$ cat src/rtl/axi4_burst_wr_master.sv
// -----------------------------------------------------------------------------
// axi4_burst_wr_master
//   Takes a write command (word-aligned start address plus a length in 32-bit
//   words), streams the payload from a valid/ready source and issues it as a
//   sequence of AXI4 INCR write bursts. Each burst is at most MAX_BURST beats
//   and never crosses a 4 KB boundary. Only one burst is in flight: the next
//   AW is issued after the previous B response has been taken.
//
// Ports
//   clk, rst              clock (rising edge), asynchronous active-high reset
//   cmd_valid/cmd_ready   command handshake; cmd_addr (bits [1:0] dropped),
//                         cmd_len in words
//   s_data/s_valid/s_ready  payload source, passed straight through to W
//   aw*                   AXI4 write address channel (size 4 B, INCR)
//   w*                    AXI4 write data channel (wdata = s_data, all strobes)
//   bresp/bvalid/bready   AXI4 write response channel
//   busy                  high while a command is being worked on
//   done                  one-cycle pulse when the whole command has completed
//   err                   (only with AXI4_WR_BRESP_CHK_EN) sticky flag, set by
//                         any non-OKAY write response, cleared on reset and on
//                         command accept
//
// Build option
//   AXI4_WR_BRESP_CHK_EN  adds the err output; otherwise bresp is ignored.
// -----------------------------------------------------------------------------
module axi4_burst_wr_master #(
  parameter int MAX_BURST = 16
) (
  input  logic        clk,
  input  logic        rst,
  input  logic        cmd_valid,
  output logic        cmd_ready,
  input  logic [31:0] cmd_addr,
  input  logic [15:0] cmd_len,
  input  logic [31:0] s_data,
  input  logic        s_valid,
  output logic        s_ready,
  output logic [31:0] awaddr,
  output logic [7:0]  awlen,
  output logic [2:0]  awsize,
  output logic [1:0]  awburst,
  output logic        awvalid,
  input  logic        awready,
  output logic [31:0] wdata,
  output logic [3:0]  wstrb,
  output logic        wlast,
  output logic        wvalid,
  input  logic        wready,
  input  logic [1:0]  bresp,
  input  logic        bvalid,
  output logic        bready,
  output logic        busy,
  output logic        done
`ifdef AXI4_WR_BRESP_CHK_EN
  ,
  output logic        err
`endif
);

  // state  | meaning
  // -------+-----------------------------------------------------------
  // S_IDLE | waiting for a command, cmd_ready high
  // S_AW   | presenting burst address/length, waiting for awready
  // S_W    | passing source beats to W until the wlast handshake
  // S_B    | waiting for the write response of the current burst
  typedef enum logic [1:0] {S_IDLE, S_AW, S_W, S_B} state_t;

  localparam logic [16:0] MAX_B17 = 17'(MAX_BURST);

  state_t      state, state_nx;
  logic [31:0] addr_q;
  logic [7:0]  awlen_q;
  logic [15:0] rem_q;
  logic [7:0]  beat_q;
  logic        done_q;
  logic        last_beat;
  logic [8:0]  beats;
  logic        unused_bits;

  // Beats in the next burst, returned as awlen (beats-1). Worked in 17 bits so
  // the words-to-boundary term (up to 1024) and MAX_BURST=256 do not wrap.
  function automatic logic [7:0] burst_awlen(input logic [11:0] offs,
                                             input logic [15:0] rem);
    logic [16:0] room;
    logic [16:0] n;
    room = (17'd4096 - {5'd0, offs}) >> 2;
    n    = {1'b0, rem};
    if (n > MAX_B17) n = MAX_B17;
    if (n > room)    n = room;
    burst_awlen = 8'(n - 17'd1);
  endfunction

  assign last_beat = (beat_q == awlen_q);
  assign beats     = {1'b0, awlen_q} + 9'd1;

  // State register and datapath registers
  always_ff @(posedge clk or posedge rst) begin
    if (rst) begin
      state   <= S_IDLE;
      addr_q  <= 32'd0;
      awlen_q <= 8'd0;
      rem_q   <= 16'd0;
      beat_q  <= 8'd0;
      done_q  <= 1'b0;
    end else begin
      state  <= state_nx;
      done_q <= 1'b0;
      case (state)
        S_IDLE: begin
          if (cmd_valid) begin
            if (cmd_len == 16'd0) begin
              done_q <= 1'b1;
            end else begin
              addr_q  <= {cmd_addr[31:2], 2'b00};
              rem_q   <= cmd_len;
              awlen_q <= burst_awlen({cmd_addr[11:2], 2'b00}, cmd_len);
            end
          end
        end
        S_AW: begin
          if (awready) beat_q <= 8'd0;
        end
        S_W: begin
          if (s_valid && wready) begin
            beat_q <= beat_q + 8'd1;
            if (last_beat) begin
              // 32-bit add wraps modulo 2^32 past 0xFFFF_FFFC
              addr_q <= addr_q + {21'd0, beats, 2'b00};
              rem_q  <= rem_q - {7'd0, beats};
            end
          end
        end
        S_B: begin
          if (bvalid) begin
            if (rem_q == 16'd0) done_q  <= 1'b1;
            else                awlen_q <= burst_awlen(addr_q[11:0], rem_q);
          end
        end
        default: ;
      endcase
    end
  end

  // Next-state logic
  always_comb begin
    state_nx = state;
    case (state)
      S_IDLE: if (cmd_valid && (cmd_len != 16'd0)) state_nx = S_AW;
      S_AW:   if (awready) state_nx = S_W;
      S_W:    if (s_valid && wready && last_beat) state_nx = S_B;
      S_B:    if (bvalid) state_nx = (rem_q == 16'd0) ? S_IDLE : S_AW;
      default: state_nx = S_IDLE;
    endcase
  end

  // Output decode; W is a combinational pass-through of the source
  always_comb begin
    cmd_ready = 1'b0;
    awvalid   = 1'b0;
    wvalid    = 1'b0;
    s_ready   = 1'b0;
    wlast     = 1'b0;
    bready    = 1'b0;
    case (state)
      S_IDLE: cmd_ready = 1'b1;
      S_AW:   awvalid   = 1'b1;
      S_W: begin
        wvalid  = s_valid;
        s_ready = wready;
        wlast   = last_beat;
      end
      S_B:    bready    = 1'b1;
      default: ;
    endcase
  end

  assign busy    = (state != S_IDLE);
  assign done    = done_q;
  assign awaddr  = addr_q;
  assign awlen   = awlen_q;
  assign awsize  = 3'd2;
  assign awburst = 2'b01;
  assign wdata   = s_data;
  assign wstrb   = 4'hF;

`ifdef AXI4_WR_BRESP_CHK_EN
  always_ff @(posedge clk or posedge rst) begin
    if (rst) begin
      err <= 1'b0;
    end else if ((state == S_IDLE) && cmd_valid) begin
      err <= 1'b0;
    end else if ((state == S_B) && bvalid && (bresp != 2'b00)) begin
      err <= 1'b1;
    end
  end
  assign unused_bits = &{1'b0, cmd_addr[1:0]};
`else
  assign unused_bits = &{1'b0, cmd_addr[1:0], bresp};
`endif

endmodule

$ cat config.mk
export PLATFORM = sky130hd
export DESIGN_NAME = axi4_burst_wr_master
export DESIGN_NICKNAME = d
export VERILOG_FILES = /design/src/rtl/axi4_burst_wr_master.sv
export SDC_FILE = /design/constraint.sdc
export NUM_CORES = 1
export LEC_CHECK = 0
export ABC_AREA = 1
export BUFFER_PORTS_ARGS = -buffer_cell sky130_fd_sc_hd__buf_4
export CAP_MARGIN = 10
export CORE_MARGIN = 2
export CORE_UTILIZATION = 59
export CTS_CLUSTER_DIAMETER = 50
export DETAILED_ROUTE_END_ITERATION = 8
export PLACE_DENSITY_LB_ADDON = 0.12
export SETUP_SLACK_MARGIN = 0.2
export SLEW_MARGIN = 15
export SYNTH_ARGS = -nofsm -noshare
export SYNTH_HDL_FRONTEND = slang
export SYNTH_SLANG_ARGS = --single-unit
$ cat constraint.sdc
create_clock -name clk -period 5.9 [get_ports clk]
set_clock_uncertainty 0.05 [all_clocks]
set_input_delay 1.18 -clock clk [delete_from_list [all_inputs] [get_ports clk]]
set_output_delay 1.18 -clock clk [all_outputs]
set_load 0.03 [all_outputs]
; Yosys cells after proc, flatten, opt, wreduce, memory -nomap -nowiden
; Cells that the tools add are included.
[totals]
regBits = 67
wordCells = 97
out_inout_bits = 89
in_bits = 89
[classes]
n_reduce_logical = 15
add_sub_neg = 8
magnitude_cmp = 4
eq_ne = 13
mux = 51
[ops]
columns = operator, n
row1 = 32-bit two-way mux, 4
row2 = 8-bit two-way mux, 14
row3 = 17-bit two-way mux, 6
row4 = 16-bit two-way mux, 6
row5 = 32-bit one-hot mux with 2 select lines, 1
row6 = 17-bit by 15-bit greater-than comparator with 1-bit output, 2
row7 = 32-bit by 11-bit adder with 32-bit output, 1
row8 = 16-bit by 5-bit greater-than comparator with 1-bit output (second input constant), 2
row9 = 16-bit zero test, 2
row10 = 16-bit one-hot mux with 2 select lines, 1
row11 = 8-bit one-hot mux with 2 select lines, 2
row12 = 13-bit by 12-bit subtractor with 14-bit output (first input constant), 2
row13 = 2-bit != test (second input constant), 9
row14 = 16-bit nonzero test, 1
row15 = 16-bit by 9-bit subtractor with 16-bit output, 1
row16 = 8-bit by 1-bit subtractor with 8-bit output (second input constant), 2
row17 = 1-bit two-way mux, 11
row18 = 5-bit AND reduction, 2
row19 = 8-bit by 1-bit adder with 9-bit output (second input constant), 1
row20 = 8-bit by 1-bit adder with 8-bit output (second input constant), 1
row21 = 8-bit == test, 1
row22 = 2-bit two-way mux, 4
row23 = 2-bit one-hot mux with 4 select lines, 1
row24 = 2-bit nonzero test, 4
row25 = other kinds (7), 10

; Logic depth before layout (Yosys ltp)
[depth]
word_depth = 14
ltp_mapped = 26
mapped_depth_nobuf = 26

; Worst setup path before layout
; No wires, ideal clock.
[synth_timing]
kind = in2reg
startpoint = input cmd_addr[2]
endpoint = register awlen_q[4] (netlist: awlen[4])
path_buffers = 0
setup_slack_ns = 2.142
required_ns = 5.727
stages = 23
setup_ns = 0.123
arrival_time_ns = 3.585
cell_sequence = inv_1 ha_1 nand3_1 nand3b_1 nor2_1 nand2_1 xor2_1 ha_1 nand2_1 nor2_2 nand2_1 nand2_1 nand2_1 nand3_2 nand2_2 nand2_1 nand3_1 nand2_1 ha_1 nand2_2 nor2_2 o21ai_0 nand2_1
[synth_between]
elab_chain_cells = 10
[synth_rtl]
columns = element, line_no
row1 = from (decl), 33  ; input logic [31:0] cmd_addr,
row2 = 13-bit by 12-bit subtractor with 14-bit output (*), 86  ; room = (17'd4096 - {5'd0, offs}) >> 2;
row3 = 17-bit by 15-bit greater-than comparator with 1-bit output, 89  ; if (n > room) n = room;
row4 = 8-bit two-way mux (*), 89
row5 = 8-bit two-way mux (*), 111  ; if (cmd_len == 16'd0) begin
row6 = 8-bit two-way mux (*), 110  ; if (cmd_valid) begin
row7 = 8-bit two-way mux (*), 108  ; case (state)
row8 = 8-bit by 1-bit subtractor with 8-bit output (*), 90  ; burst_awlen = 8'(n - 17'd1);
row9 = 8-bit two-way mux (*), 111
row10 = 8-bit two-way mux (*), 110
row11 = 8-bit one-hot mux with 2 select lines (*), 108
row12 = to (signal assigned), 116  ; awlen_q <= burst_awlen({cmd_addr[11:2], 2'b00}, cmd_len);
row13 = to (signal assigned), 136  ; else awlen_q <= burst_awlen(addr_q[11:0], rem_q);
row14 = to (decl), 72  ; logic [7:0] awlen_q;
; Mark *: on every way between the ends. The rest lies on a longest branch, timed or not. The select of a mux whose other input is x is not followed.
; A chain may end at the register's enable or synchronous reset.

; Final worst setup path
[layout_timing]
startpoint = register state[0]
endpoint = register addr_q[8] (netlist: awaddr[8])
[layout_between]
elab_chain_cells = 3
word_cells_on_any_way = 9
classes_between = 5 x eq/ne / 1 x mux / 3 x reduce/logical
[layout_rtl]
columns = element, line_no
row1 = from (decl), 70  ; state_t state, state_nx;
row2 = from (signal assigned), 106  ; state <= state_nx;
row3 = 2-bit == test or 2-bit zero test (tied branches), 108
row4 = 2-bit != test (no source line) or 2-bit nonzero test (tied branches), n/a
row5 = 5-bit AND reduction (no source line), n/a
row6 = to (signal assigned), 114  ; addr_q <= {cmd_addr[31:2], 2'b00};
row7 = to (signal assigned), 128  ; addr_q <= addr_q + {21'd0, beats, 2'b00};
row8 = to (decl), 71  ; logic [31:0] addr_q;
; Parallel ways exist; a longest one is shown, timed or not.

==> results by group <==
Die
  • Die height: approximately 110 um
  • Die footprint: around 0.012 mm^2
  • # IOs: 178
  • Area of the core: roughly 0.011 mm^2
  • Initial Util: 0.604
  • Num rows: 38
  • Die Span X: 109 um

Final layout
  • Fin area: 0.00727 mm^2
  • Area grow syn2layout: 11.5%
  • Share of cells above drive strength 1: 0.152
  • Final net count: 1179
  • Antenna diode count: 0

Timing
  • Max Slew Vio Count: 0
  • Worst rel slew slack: 0.401
  • RSZ-0062 raised after global routing: false
  • Hold Violations, Final: 0
  • Final setup vio count: 0
  • Min Tclk post-route: a little under 4 ns
  • Worst Tran Pin Value: ~0.90 ns
  • Max Clk Rate: 254 MHz
  • PnR worst setup slack: 1.97 ns
  • Setup TNS Final: 0 ns
  • Final period utilization: 0.666

Critical path
  • Startpoint Class: register
  • R2R Path End: awaddr[8]
  • Reg2Reg Depth: 8
  • Reg2reg start: state[0]
  • R2r setup slk: between 1.5 and 2 ns
  • CP required: 6.11 ns
  • Crit path arrival time: 4.14 ns
  • CP Class: register to register
  • Critical path peak fanout: 68
  • Crit. End Element: register

Clock network
  • TritonCTS Buffers: 9
  • Skew-Pair Late Insertion Delay: 0.36 ns
  • Post-CTS Setup Inserts: 0
  • CTS Root Cell: clkbuf_8
  • Number of gates resized after CTS: 0
  • # H-tree levels: 3
  • Clock sink count: between 60 and 70
  • CTS tree: yes
  • CTS clk-pin slew, worst paths: 0.08 ns
  • Max Buffers Root-to-Sink: 2
  • Hold Buf Count CTS: 0

Synthesis
  • Dominant cell by count in the synthesized netlist: nand2_1
  • Seq/Total Area, Yosys: 0.250
  • Commonest cells in the netlist: nand2_1, inv_1, nor2_1
  • Mapped Area: 0.00651 mm^2
  • Yosys cell types: 50
  • Area leader, netlist: dfrtp_1
  • Synth area leaders: dfrtp_1, nand2_1, ha_1
  • Syn avg cell area: 6.71 um^2
  • #FFs+latches synth: 65
  • Syn Inst Count: ~1000
  • Synthesis Warnings: 0
  • Top FF cell, synth: dfrtp_1
  • Top cell type's share of synthesized area: 0.250
  • Post-synth EDFFs: 0
  • Async SR Flop Fraction: 1.00

Placement
  • Worst slack, placed: roughly 1.7 ns
  • Placed Instance Area: just over 0.007 mm^2
  • Final HPWL DP: around 13 mm
  • PortBufs: 98
  • Gp weighted congestion: between 0.9 and 1

Flow run
  • MaxCap Viol Count: 0

Power
  • Tot Pwr: around 0.0043 W
  • Worst vdd ir: 481 uV
  • Leakage: between 3 and 4 nW
  • PD cells: 598 mW/mm^2

Drt
  • Detailed Route Iter0 Violations: 401
  • Post-Route WL: between 15 and 20 mm
  • Vias per inst: between 5 and 6
  • DR WL/cell: between 10 and 15 um
  • Antenna Violating Nets Remaining: 0
  • Number of vias in the routed layout: between 6000 and 7000
  • Number of detailed-route iterations in the first pass: 5
  • # DRC: 0

GRT
  • Initial antenna violation count: 0
  • Global-route wire length before repair: 27.5 mm
  • Pin count of the biggest net entering global routing: a little under 70
  • Total Routing Usage GR: 0.296
  • Vias in the first global route: 5828
  • Aggregate global routing overflow: 0

Hold path
  • Hold endpoint: rem_q[15]
  • Hold_sp: rem_q[15]
  • Min-Delay Path Depth: 2
  • Hold Path Class: register to register

Outcome
  • Outcome: complete, no violations
## worst max-delay path, cell delays in order, from the launching register on
cell	delay [ns]
dfrtp_1	0.42
inv_1	0.11
ha_2	0.78
inv_2	0.49
a21oi_1	0.29
nand2_2	0.40
inv_4	0.71
o21ai_0	0.31
o22ai_1	0.23
## worst max-delay path by stage
stage                 from   endpoint  slack, ns  cells after the start
5_1_grt        cmd_addr[2]   awlen[4]       1.65                     24
4_1_cts        cmd_addr[2]   awlen[4]       2.03                     24
2_1_floorplan  cmd_addr[2]   awlen[4]       2.14                     23
3_5_place_dp   cmd_addr[2]   awlen[4]       1.66                     24
3_3_place_gp   cmd_addr[2]   awlen[4]       1.70                     24
6_report          state[0]  awaddr[8]       1.97                      8
## power breakdown
part,switching (W),internal (W)
logic,0.00197,0.00104
clock network,0.000181,0.000215
registers,0.000274,0.000658
## registers in the layout, indices dropped and copies added, names as in the netlist
register  flops
awlen         8
rem_q        16
state         2
beat_q        8
done          1
awaddr       30
## logic make-up (layout without fill, tap and decap cells)
| logic type | Yosys count | after routing | share of synthesized area |
|---|---|---|---|
| buffers and inverters | 204 | 254 | 0.150 |
| other | 2 | 23 | 0.00115 |
| AND/OR/NAND/NOR | 445 | 445 | 0.300 |
| adder cells (fa/ha/maj) | 52 | 52 | 0.102 |
| AO/OA/AOI/OAI | 167 | 167 | 0.149 |
| flip-flops | 65 | 65 | 0.250 |
| XOR/XNOR | 36 | 36 | 0.0484 |
## metal layers
layer / vias to the layer above / track usage / routed length (um)
li1: 3228 / - / -
met1: 2947 / 0.416 / 7900
met2: 236 / 0.469 / 7640
met3: 18 / 0.0598 / 1260
met4: 0 / 0.0641 / 192
met5: - / 0 / 0
## through the flow
| step | utilization | hold WS, ns | std cells |
|---|---|---|---|
| 6_report | 0.673 | 0.466 | 1182 |
| 5_1_grt | 0.673 | 0.498 | 1182 |
| 4_1_cts | 0.673 | 0.463 | 1182 |
| 3_5_place_dp | 0.655 | 0.444 | 1167 |
| 3_3_place_gp | 0.655 | 0.435 | 1167 |
| 2_1_floorplan | - | 0.414 | 992 |
## placed cells by master (no fill, tap or decap), drive strengths merged, types with 3 or more instances in the layout
| master | n |
|---|---|
| nand2 | 220 |
| inv | 138 |
| buf | 100 |
| nor2 | 100 |
| o21ai | 89 |
| nand3 | 74 |
| dfrtp | 65 |
| ha | 50 |
| a21oi | 45 |
| xor2 | 32 |
| conb | 23 |
| nor3 | 18 |
| nand4 | 16 |
| o22ai | 12 |
| clkbuf | 12 |
| o211ai | 7 |
| nor4 | 5 |
| or2 | 5 |
| xnor2 | 4 |
| nor3b | 4 |
| o21bai | 4 |
| a21o | 3 |
| clkinv | 3 |
## final cells by class
cell class	instances	area (um^2)
multi-input cells	723	4000
clock inverters	3	40.0
repair buffers	100	751
fillers	1014	3530
inverters	139	524
clock buffers	12	155
well taps	140	175
flip-flops and latches	65	1630
Note: power is estimated with default switching activity, not from simulation.
